## src/rtl/gpu_load_sequencer.sv

```systemverilog
// gpu_load_sequencer
//   Brings the GPU core out of reset once the clock wizard has held lock for
//   RST_CYCLES consecutive cycles, then on request streams NBYTES parameter
//   bytes from a small host-writable buffer to the GPU dedicated inputs,
//   aligned to the first vsync rising edge after the request.
//
// Ports
//   clk        GPU core clock (only clock of the block)
//   reset      asynchronous, active-high
//   locked     clock-wizard lock, already synchronous to clk
//   wr_en      host write strobe into the 16x8 parameter buffer
//   wr_addr    host write address
//   wr_data    host write data
//   start      single-cycle load request
//   vsync      GPU frame boundary, synchronous to clk
//   gpu_rst_n  active-low reset to the GPU core
//   ui_data    byte bus to the GPU
//   ui_strobe  one-cycle strobe marking a new byte on ui_data
//   busy       load in progress (waiting for vsync, sending, finishing)
//   done       one-cycle pulse when a load completes
//   pend       a start was latched while busy and has not been served yet
module gpu_load_sequencer #(
  parameter int NBYTES     = 16,
  parameter int RST_CYCLES = 16
) (
  input  logic       clk,
  input  logic       reset,
  input  logic       locked,
  input  logic       wr_en,
  input  logic [3:0] wr_addr,
  input  logic [7:0] wr_data,
  input  logic       start,
  input  logic       vsync,
  output logic       gpu_rst_n,
  output logic [7:0] ui_data,
  output logic       ui_strobe,
  output logic       busy,
  output logic       done,
  output logic       pend
);

  localparam logic [2:0] HOLD  = 3'd0;
  localparam logic [2:0] IDLE  = 3'd1;
  localparam logic [2:0] WAITV = 3'd2;
  localparam logic [2:0] SEND  = 3'd3;
  localparam logic [2:0] FIN   = 3'd4;

  localparam logic [3:0] LAST_IDX = 4'(NBYTES - 1);
  localparam logic [7:0] CNT_LAST = 8'(RST_CYCLES - 1);

  logic [2:0] state;
  logic [7:0] cnt;
  logic [3:0] idx;
  logic       phase;       // 0: strobe cycle of a byte, 1: hold cycle
  logic       vsync_prev;
  logic [7:0] param_buf [16];

  logic lock_lost;
  logic engaged;
  logic vsync_rise;

  assign lock_lost  = !locked && (state != HOLD);
  assign engaged    = (state == WAITV) || (state == SEND) || (state == FIN);
  assign vsync_rise = vsync && !vsync_prev;

  // Parameter buffer: never reset, writable in every state. A byte is read
  // on the edge that ends its strobe-cycle state, so a write landing later
  // than that edge only reaches the next load.
  always_ff @(posedge clk) begin
    if (wr_en) begin
      param_buf[wr_addr] <= wr_data;
    end
  end

  always_ff @(posedge clk or posedge reset) begin
    if (reset) begin
      vsync_prev <= 1'b0;
    end else begin
      vsync_prev <= vsync;
    end
  end

  // Control FSM
  always_ff @(posedge clk or posedge reset) begin
    if (reset) begin
      state <= HOLD;
      cnt   <= 8'd0;
      idx   <= 4'd0;
      phase <= 1'b0;
      pend  <= 1'b0;
    end else if (lock_lost) begin
      // Losing lock anywhere outside HOLD abandons everything, queued start too.
      state <= HOLD;
      cnt   <= 8'd0;
      idx   <= 4'd0;
      phase <= 1'b0;
      pend  <= 1'b0;
    end else begin
      case (state)
        HOLD: begin
          if (!locked) begin
            cnt <= 8'd0;
          end else if (cnt == CNT_LAST) begin
            state <= IDLE;
            cnt   <= 8'd0;
          end else begin
            cnt <= cnt + 8'd1;
          end
        end
        IDLE: begin
          if (start || pend) begin
            state <= WAITV;
            pend  <= 1'b0;
          end
        end
        WAITV: begin
          // vsync already high on entry has vsync_prev=1 and cannot qualify.
          if (vsync_rise) begin
            state <= SEND;
            idx   <= 4'd0;
            phase <= 1'b0;
          end
        end
        SEND: begin
          if (phase) begin
            phase <= 1'b0;
            if (idx == LAST_IDX) begin
              state <= FIN;
            end else begin
              idx <= idx + 4'd1;
            end
          end else begin
            phase <= 1'b1;
          end
        end
        FIN: begin
          state <= IDLE;
          idx   <= 4'd0;
        end
        default: begin
          state <= HOLD;
          cnt   <= 8'd0;
          idx   <= 4'd0;
          phase <= 1'b0;
        end
      endcase

      // Single-deep request queue; repeated starts while pend=1 are absorbed.
      if (engaged && start) begin
        pend <= 1'b1;
      end
    end
  end

  // Registered outputs, derived from the state held during the cycle. A lock
  // loss clears them on the same edge the FSM drops to HOLD, which also
  // suppresses a done pulse that FIN would otherwise produce.
  always_ff @(posedge clk or posedge reset) begin
    if (reset) begin
      gpu_rst_n <= 1'b0;
      ui_data   <= 8'h00;
      ui_strobe <= 1'b0;
      busy      <= 1'b0;
      done      <= 1'b0;
    end else if (lock_lost) begin
      gpu_rst_n <= 1'b0;
      ui_data   <= 8'h00;
      ui_strobe <= 1'b0;
      busy      <= 1'b0;
      done      <= 1'b0;
    end else begin
      gpu_rst_n <= (state != HOLD);
      busy      <= engaged;
      done      <= (state == FIN);
      if (state == SEND) begin
        ui_strobe <= !phase;
        if (!phase) begin
          ui_data <= param_buf[idx];
        end
      end else begin
        ui_strobe <= 1'b0;
        ui_data   <= 8'h00;
      end
    end
  end

endmodule

```

## config.mk

```make
export PLATFORM = sky130hd
export DESIGN_NAME = gpu_load_sequencer
export DESIGN_NICKNAME = d
export VERILOG_FILES = /design/src/rtl/gpu_load_sequencer.sv
export SDC_FILE = /design/constraint.sdc
export NUM_CORES = 1
export LEC_CHECK = 0
export BUFFER_PORTS_ARGS = -buffer_cell sky130_fd_sc_hd__buf_2
export CORE_UTILIZATION = 61
export CTS_CLUSTER_SIZE = 28
export DETAILED_ROUTE_END_ITERATION = 16
export PLACE_DENSITY = 0.78
export RECOVER_POWER = 25
export SYNTH_ARGS = -nofsm -noshare
export SYNTH_HDL_FRONTEND = slang
export SYNTH_SLANG_ARGS = --single-unit
```

## constraint.sdc

```tcl
create_clock -name clk -period 2.5 [get_ports clk]
set_clock_uncertainty 0.15 [all_clocks]
set_input_delay 0.375 -clock clk [delete_from_list [all_inputs] [get_ports clk]]
set_output_delay 0.375 -clock clk [all_outputs]
set_load 0.005 [all_outputs]
```

==> results.json, run 1 <==
{
  "status": "complete, no violations",
  "synthXorXnorAreaFrac_pct": 0.4072,
  "crit_type": "flop to flop",
  "drv_slew": 0,
  "drt-initial-drc-count": 297,
  "row_count": 37,
  "yosysWarnings": 0,
  "area_growth_pct": 16.42,
  "vdd_ir_drop_max_uv": 511.5,
  "slew_headroom_pct": 47.23,
  "cts_tree": "done",
  "synth_compound_area_share_pct": 5.546,
  "yosysSeqAreaShare_pct": 71.20,
  "finalPower_mw": 5.894,
  "fmax_ghz": 0.4412,
  "via_count": 3670,
  "detail-route-antenna-nets": 0,
  "synth-edff-count": 128,
  "die_area_um2": 10990,
  "grt_max_degree": 32,
  "synthMuxAreaShare_pct": 13.55,
  "grt-ovfl-total": 0,
  "htreeDepth": 4,
  "cts_resized": 0,
  "hold_path.class": "input port to flop",
  "cts_made_buffers": 17,
  "worst-endpoint-required_ps": 2760,
  "drive_gt1_share_pct": 27.93,
  "diodes": 0,
  "worst_pin_slew_ps": 791.6,
  "cts_root_buffer": "clkbuf_8",
  "drc": 0,
  "drt-pass1-iter-count": 4,
  "io_pins": 31,
  "max_cap_viol_count": 0,
  "powerDensity_nw_per_um2": 784.6,
  "clockBufferDepth": 2,
  "synth_top_flop_cell": "edfxtp_1",
  "tns_ps": 0,
  "synth.avg_cell_area_um2": 17.49,
  "period_needed_ps": 2266,
  "setup-violations-final": 0,
  "wl_um": 13260,
  "cp-start-kind": "flop",
  "antenna_found_initial": 0,
  "synth_top_family_by_area": "multiplexers",
  "endpoint_kind": "flop",
  "synth_async_sr_flop_share_pct": 18.99,
  "fin_util_pct": 73.09,
  "layout_setup_ws_ps": 233.6,
  "yosys.area_share.adder_pct": 0.3878,
  "die_h_um": 104.9,
  "place.gp.congestion": 0.8365,
  "fin_nets": 451,
  "syn-num-nets": 389,
  "die_w_um": 104.9,
  "hold_viol": 0,
  "grt_use_total_pct": 26.73,
  "path_clk_slew_ps": 60,
  "numClockSinks": 158,
  "ys_seq_elements": 158,
  "leakage_nw": 2.676,
  "period_share_pct": 90.66,
  "grt_first_pass_wirelength_um": 20960,
  "synth_cell_types": 53,
  "holdWs_ps": 59.04,
  "clk_latency_ps": 540,
  "pre_cts_ws_ps": 233.4,
  "cts_hold_buf": 2,
  "post_cts_buffers": 0,
  "synthCells": 369,
  "crit_fanout": 19,
  "rsz0062_at_grt": "no",
  "synth-simple-area-share_pct": 6.864,
  "grt_pass1_vias": 3842,
  "synthesis.area_um2": 6452,
  "routed_via_density": 6.328,
  "initial_core_util_pct": 62.78,
  "io_buffers": 30,
  "wl_per_cell_um": 22.87,
  "fp.coreArea_um2": 10280,
  "hpwl_um": 8334,
  "worst_ep_arrival_time_ps": 2530
}
==> power breakdown <==
group          switching [mW]  leakage, nW  internal [mW]
clock                    1.00        0.283           1.52
combinational           0.213        0.823          0.183
sequential             0.0601         1.57           2.92
==> cells by family after synthesis <==
group / Yosys count
buffers and inverters: 29
multiplexers: 42
AND/OR/NAND/NOR: 86
XOR/XNOR: 3
AO/OA/AOI/OAI: 49
adder cells (fa/ha/maj): 2
flip-flops: 158
==> Yosys cell counts (3+ instances only) <==
library cell / instances / share of area, %
a22o_1: 4 / 0.54
buf_4: 3 / 0.35
nor2_1: 22 / 1.3
o21a_1: 3 / 0.35
buf_2: 3 / 0.23
nand2b_1: 3 / 0.29
a22oi_1: 4 / 0.47
or4_1: 5 / 0.58
clkbuf_1: 11 / 0.64
nand2_1: 22 / 1.3
nor3b_1: 3 / 0.35
a21oi_1: 9 / 0.70
nand3_1: 6 / 0.47
mux4_2: 36 / 13
edfxtp_1: 128 / 60
xnor2_1: 3 / 0.41
o21ai_0: 3 / 0.23
dfrtp_1: 30 / 12
mux2_2: 3 / 0.52
inv_1: 9 / 0.52
mux2i_1: 3 / 0.47
nor3_1: 7 / 0.54
o31ai_1: 4 / 0.47
a2111oi_0: 4 / 0.54
==> final timing paths <==
kind,start,endpoint,slack [ps],cells after the start
max in group asynchronous,reset,ui_data[5],1570,4
max,idx[3],idx[0],230,4
min in group asynchronous,reset,ui_data[2],330,4
min,locked,cnt[2],60,2
min reg2reg,ui_data[7],ui_data[7],380,1
max reg2reg,idx[3],idx[0],230,4
==> through the flow <==
stage / instances / area [µm²]
2_1_floorplan: 369 / 6452
3_3_place_gp: 546 / 6920
3_5_place_dp: 546 / 6920
4_1_cts: 580 / 7521
5_1_grt: 580 / 7512
6_report: 580 / 7512
==> state kept, by name, summed over array words and instances, names as in the netlist, 3 cells and up <==
register   count
param_buf    128
cnt            8
idx            4
ui_data        8
state          3
==> layout make-up <==
cell class	instances	area, µm²
flip-flops and latches	158	4594
fillers	615	2765
multi-input cells	182	1727
clock buffers	18	417.9
repair buffers	63	406.6
well taps	136	170.2
clock inverters	14	162.7
inverters	9	33.78
==> worst max-delay path, cell delays in order (launching register included) <==
cell	delay, ps
dfrtp_1	860
and3_1	280
o211ai_1	140
a211oi_1	350
mux2_2	370
==> per-layer routing <==
layer | vias to the layer above | share of wire (%) | global-route usage [%] | wire (µm)
li1 | 1610 | - | - | -
met1 | 1866 | 41 | 36.15 | 5429
met2 | 168 | 50 | 42.48 | 6638
met3 | 26 | 6.7 | 5.677 | 890
met4 | 0 | 2.3 | 11.97 | 305
met5 | - | 0 | 0 | 0
==> cell usage in the layout (no fill, tap or decap), types with 8 or more instances in the layout <==
master     netlist  final
clkbuf_1        11      8
buf_2            3     23
nor2_1          22     22
a21oi_1          9      9
buf_4            3     30
mux4_2          36     36
nand2_1         22     22
inv_1            9      9
dfrtp_1         30     30
clkbuf_16        0     16
edfxtp_1       128    128
Note: power is estimated with default switching activity, not from simulation.
==> run 2: changes to the inputs <==
--- a/config.mk
+++ b/config.mk
@@ -9,8 +9,9 @@
 export CORE_UTILIZATION = 61
 export CTS_CLUSTER_SIZE = 28
 export DETAILED_ROUTE_END_ITERATION = 16
-export PLACE_DENSITY = 0.78
+export PLACE_DENSITY_LB_ADDON = 0.2
 export RECOVER_POWER = 25
+export SETUP_SLACK_MARGIN = 0.5
 export SYNTH_ARGS = -nofsm -noshare
 export SYNTH_HDL_FRONTEND = slang
 export SYNTH_SLANG_ARGS = --single-unit
==> results.json, run 2 (synthesis gave the netlist of run 1 again) <==
{
  "wl_met1_um": 5749,
  "period_needed_ps": 2097,
  "routed_via_density": 6.283,
  "crit_type": "flop to flop",
  "top_register": "param_buf",
  "critPathLaunch": "idx[0]",
  "cp-start-kind": "flop",
  "reg2reg_depth": 7,
  "met3_wirelength_um": 903,
  "die_area_um2": 10990,
  "clk_latency_ps": 520,
  "hold_start": "locked",
  "rr_endpoint": "idx[2]",
  "wl_um": 14070,
  "io_pins": 31,
  "layout_setup_ws_ps": 402.5,
  "place.gp.congestion": 0.8185,
  "worst_ep_arrival_time_ps": 2350,
  "endpoint_kind": "flop",
  "via_count": 3776,
  "cts_made_buffers": 17,
  "pre_cts_ws_ps": 372.4,
  "status": "complete, no violations",
  "drt-pass1-iter-count": 5,
  "worst_pin_slew_ps": 667.1,
  "die_w_um": 104.9,
  "worst-endpoint-required_ps": 2760,
  "drt-initial-drc-count": 368,
  "max_cap_viol_count": 0,
  "cts_tree": "done",
  "critical_path.endpoint": "idx[2]",
  "mostFrequentLayoutCells": "edfxtp_1, buf_4, mux4_2",
  "hold_viol": 0,
  "hpwl_um": 8226,
  "drv_slew": 0,
  "grt_use_total_pct": 27.08,
  "place_inst": 546,
  "vdd_ir_drop_max_uv": 692.1,
  "drc": 0,
  "route.met2.wl_um": 7125,
  "slew_headroom_pct": 55.53,
  "mostFrequentLayoutCell": "edfxtp_1",
  "diodes": 0,
  "largest_reg_flops": 128,
  "seq_area_um2": 4597,
  "grt-ovfl-total": 0,
  "path_clk_slew_ps": 60,
  "tns_ps": 0,
  "htreeDepth": 4,
  "powerDensity_nw_per_um2": 747.5,
  "r2r_slack_ps": 400,
  "final_area_um2": 7853,
  "row_count": 37,
  "area_growth_pct": 21.70,
  "fin_util_pct": 76.41,
  "fill_cells": 587,
  "fmax_ghz": 0.4768,
  "hold_path.class": "input port to flop",
  "numClockSinks": 158,
  "clockBufferDepth": 2,
  "period_share_pct": 83.90,
  "leakage_nw": 2.807,
  "fp.coreArea_um2": 10280,
  "max_stage_delay_ps": 430,
  "crit_chain": "buf_4 -> ha_2 -> and3_1 -> o211ai_1 -> a211oi_2 -> buf_4 -> a211o_1",
  "io_buffers": 30,
  "cp_common_cell": "buf_4",
  "wl_per_cell_um": 23.42,
  "multi_input_area_um2": 1831,
  "post_dp_cell_area_um2": 6950,
  "antenna_found_initial": 0,
  "r2r-start": "idx[0]",
  "die_h_um": 104.9,
  "top_layer": "met4",
  "final_cell_count_no_fill": 601,
  "setup-violations-final": 0,
  "grt_first_pass_wirelength_um": 21070,
  "grt_pass1_vias": 3759,
  "crit_fanout": 4,
  "detail-route-antenna-nets": 0,
  "rsz0062_at_grt": "yes",
  "fin_nets": 472,
  "initial_core_util_pct": 62.78,
  "grt_max_degree": 31,
  "drive_gt1_share_pct": 36.56,
  "cpMaxStageDelayCell": "dfrtp_1",
  "cts_root_buffer": "clkbuf_8",
  "largestRegisters": "param_buf (128), cnt (8), ui_data (8)"
}
==> run 2: changes by cell type in the layout (fill, tap and decap cells not counted), moves of 3 or more <==
cell / change
nand2_2: +7
nand2_1: -7
buf_4: +14
buf_12: +3
a2111oi_0: -4
==> run 2: repair_timing <==
item,in CTS,in global routing
gates cloned,2,0
hold buffers,2,0
setup endpoints to repair,15,19
pin swaps,2,8
buffers inserted,1,18
hold endpoints to repair,31,0
resized for setup,7,33
==> run 2: how the worst min path moves through the flow <==
| stage | endpoint | slack (ps) | cells past startpoint |
|---|---|---|---|
| 6_report | cnt[2] | 80 | 2 |
| 4_1_cts | param_buf[2][2] | 50 | 1 |
| 3_3_place_gp | ui_data[7] | 320 | 3 |
| 3_5_place_dp | ui_strobe | 320 | 3 |
| 5_1_grt | pend | 70 | 3 |
| 2_1_floorplan | vsync_prev | 260 | 0 |
==> run 2: area by class of cell <==
cell class              instances  area share (%)
well taps                     136           2.167
clock inverters                13           1.769
clock buffers                  19           5.370
repair buffers                 84           8.413
inverters                       9          0.4302
flip-flops and latches        158           58.54
multi-input cells             182           23.31
==> run 2: critical path: cells and delay by family, from the launching register on <==
family | cells | cell delay [ps]
flops | 1 | 430
buf+inv | 2 | 320
compound gates | 3 | 710
fa+ha+maj | 1 | 190
simple gates | 1 | 190
==> run 2: report_power, final <==
part	switching, mW	internal (mW)
registers	0.0481	2.92
clock network	1.01	1.42
logic	0.253	0.215
==> run 2: through the flow <==
| step | power (mW) | hold WS, ps |
|---|---|---|
| 5_1_grt | 6.039 | 72.57 |
| 3_3_place_gp | 3.425 | 318.5 |
| 2_1_floorplan | 3.276 | 256.4 |
| 6_report | 5.870 | 79.81 |
| 4_1_cts | 5.868 | 46.52 |
| 3_5_place_dp | 3.443 | 321.8 |
==> run 2: routing by layer <==
layer / global-route usage, % / vias to the layer above
li1: - / 1659
met5: 0 / -
met2: 42.15 / 183
met3: 8.110 / 31
met1: 36.42 / 1903
met4: 10.76 / 0
==> run 3: changes to the inputs <==
--- a/config.mk
+++ b/config.mk
@@ -6,7 +6,7 @@
 export NUM_CORES = 1
 export LEC_CHECK = 0
 export BUFFER_PORTS_ARGS = -buffer_cell sky130_fd_sc_hd__buf_2
-export CORE_UTILIZATION = 61
+export CORE_UTILIZATION = 55
 export CTS_CLUSTER_SIZE = 28
 export DETAILED_ROUTE_END_ITERATION = 16
 export PLACE_DENSITY_LB_ADDON = 0.2
==> constraint.sdc (replaced) <==
create_clock -name clk -period 1.7 [get_ports clk]
set_clock_uncertainty 0.15 [all_clocks]
set_input_delay 0.255 -clock clk [delete_from_list [all_inputs] [get_ports clk]]
set_output_delay 0.255 -clock clk [all_outputs]
set_load 0.005 [all_outputs]
==> results.json, run 3 (synthesis gave the netlist of run 1 again) <==
{
  "worst_ep_arrival_time_ps": 2220,
  "hold_path.class": "input port to flop",
  "die_h_um": 110.3,
  "initial_core_util_pct": 56.51,
  "pre_cts_ws_ps": -327.1,
  "die_area_um2": 12170,
  "place.gp.congestion": 0.8144,
  "io_buffers": 30,
  "drt-initial-drc-count": 327,
  "grt_pass1_vias": 4041,
  "seq_power_share_pct": 46.6,
  "drive_gt1_share_pct": 48.15,
  "max_cap_viol_count": 0,
  "clockPowerShare_pct": 43.4,
  "drv_slew": 0,
  "violations": "setup timing",
  "slew_headroom_pct": 55.43,
  "clockBufferDepth": 2,
  "clk_latency_ps": 420,
  "finalPower_mw": 9.333,
  "crit_fanout": 8,
  "routed_via_density": 6.180,
  "fmax_ghz": 0.4826,
  "wl_per_cell_um": 24.49,
  "rsz0062_at_grt": "yes",
  "period_share_pct": 121.9,
  "hold_viol": 0,
  "fin_nets": 520,
  "mostFrequentLayoutCells": "edfxtp_1, buf_4, mux4_2",
  "place_inst": 590,
  "numClockSinks": 158,
  "detail-route-antenna-nets": 0,
  "hpwl_um": 9002,
  "fp.coreArea_um2": 11420,
  "endpoint_kind": "flop",
  "wl_um": 16060,
  "comb_power_share_pct": 9.9,
  "area_growth_pct": 35.51,
  "path_clk_slew_ps": 60,
  "swShare_pct": 21.44,
  "layout_setup_ws_ps": -372.3,
  "setup-violations-final": 19,
  "period_needed_ps": 2072,
  "worst-endpoint-required_ps": 1850,
  "multi_input_area_um2": 2082,
  "cts_made_buffers": 17,
  "io_pins": 31,
  "top_register": "param_buf",
  "row_count": 39,
  "fin_util_pct": 76.57,
  "grt-ovfl-total": 0,
  "worst_pin_slew_ps": 668.6,
  "grt_max_degree": 31,
  "fill_cells": 617,
  "power.switching_mw": 2.001,
  "drt-pass1-iter-count": 4,
  "die_w_um": 110.3,
  "htreeDepth": 4,
  "diodes": 0,
  "mostFrequentLayoutCell": "edfxtp_1",
  "intPower_mw": 7.331,
  "crit_type": "flop to flop",
  "leakage_nw": 3.174,
  "largest_reg_flops": 128,
  "cp-start-kind": "flop",
  "final_cell_count_no_fill": 656,
  "antenna_found_initial": 0,
  "tns_ps": -4414,
  "cts_tree": "done",
  "via_count": 4054,
  "powerDensity_nw_per_um2": 1067,
  "seq_area_um2": 4597,
  "cts_root_buffer": "clkbuf_16",
  "largestRegisters": "param_buf (128), cnt (8), ui_data (8)",
  "drc": 0,
  "status": "finished with violations",
  "grt_use_total_pct": 27.10,
  "grt_first_pass_wirelength_um": 22400,
  "vdd_ir_drop_max_uv": 621.1
}
==> run 3: per-layer routing <==
metal  GRT usage [%]  vias to the layer above  share of wire, %
met4           14.47                        0               2.9
met2           43.39                      210                52
met1           33.40                     2049                37
met5               0                        -                 0
li1                -                     1755                 -
met3           8.054                       40               8.3
==> run 3: timing repair <==
item	in CTS	in global routing
setup buffers	14	15
gates cloned	2	1
pin swaps	11	10
endpoints found under the setup margin	47	68
hold buffers	2	0
resized for setup	31	27
endpoints found under the hold margin	31	0
==> run 3: power groups by stage <==
stage,Sequential [mW],Clock (mW),Combinational (mW)
final,4.35,4.05,0.927
after detailed placement,4.41,0,0.786
after global routing,4.36,4.25,0.995
after CTS,4.34,4.07,0.863
after global placement,4.41,0,0.754
after floorplan,4.40,0,0.469
==> run 3: critical path: stages (launching register included) <==
cell and delay, ps:
dfrtp_2 420, clkbuf_16 190, mux4_2 520, mux4_2 460, a22o_1 200
==> run 3: cell type report <==
class,count,share of cell area [%]
clock inverter,14,2.232
timing repair buffer,132,14.04
clock buffer,18,4.908
multi-input combinational,182,23.81
inverter,9,0.3864
tap,143,2.046
sequential,158,52.58
==> run 3: path summary, 6_finish.rpt <==
check	start	to	slack (ps)	cells past startpoint
worst min register to register	cnt[7]	cnt[7]	420	2
min in group asynchronous	reset	idx[2]	320	4
worst max register to register	idx[2]	ui_data[2]	-370	4
worst max-delay path	idx[2]	ui_data[2]	-370	4
max in group asynchronous	reset	idx[0]	760	4
worst min-delay path	start	pend	70	3
==> run 3: per-stage QoR <==
step	cell area [µm²]	hold slack, ps
after floorplan	6743	136.4
final	8743	71.28
after detailed placement	7552	229.9
after global routing	8743	72.54
after global placement	7552	212.6
after CTS	8491	37.18
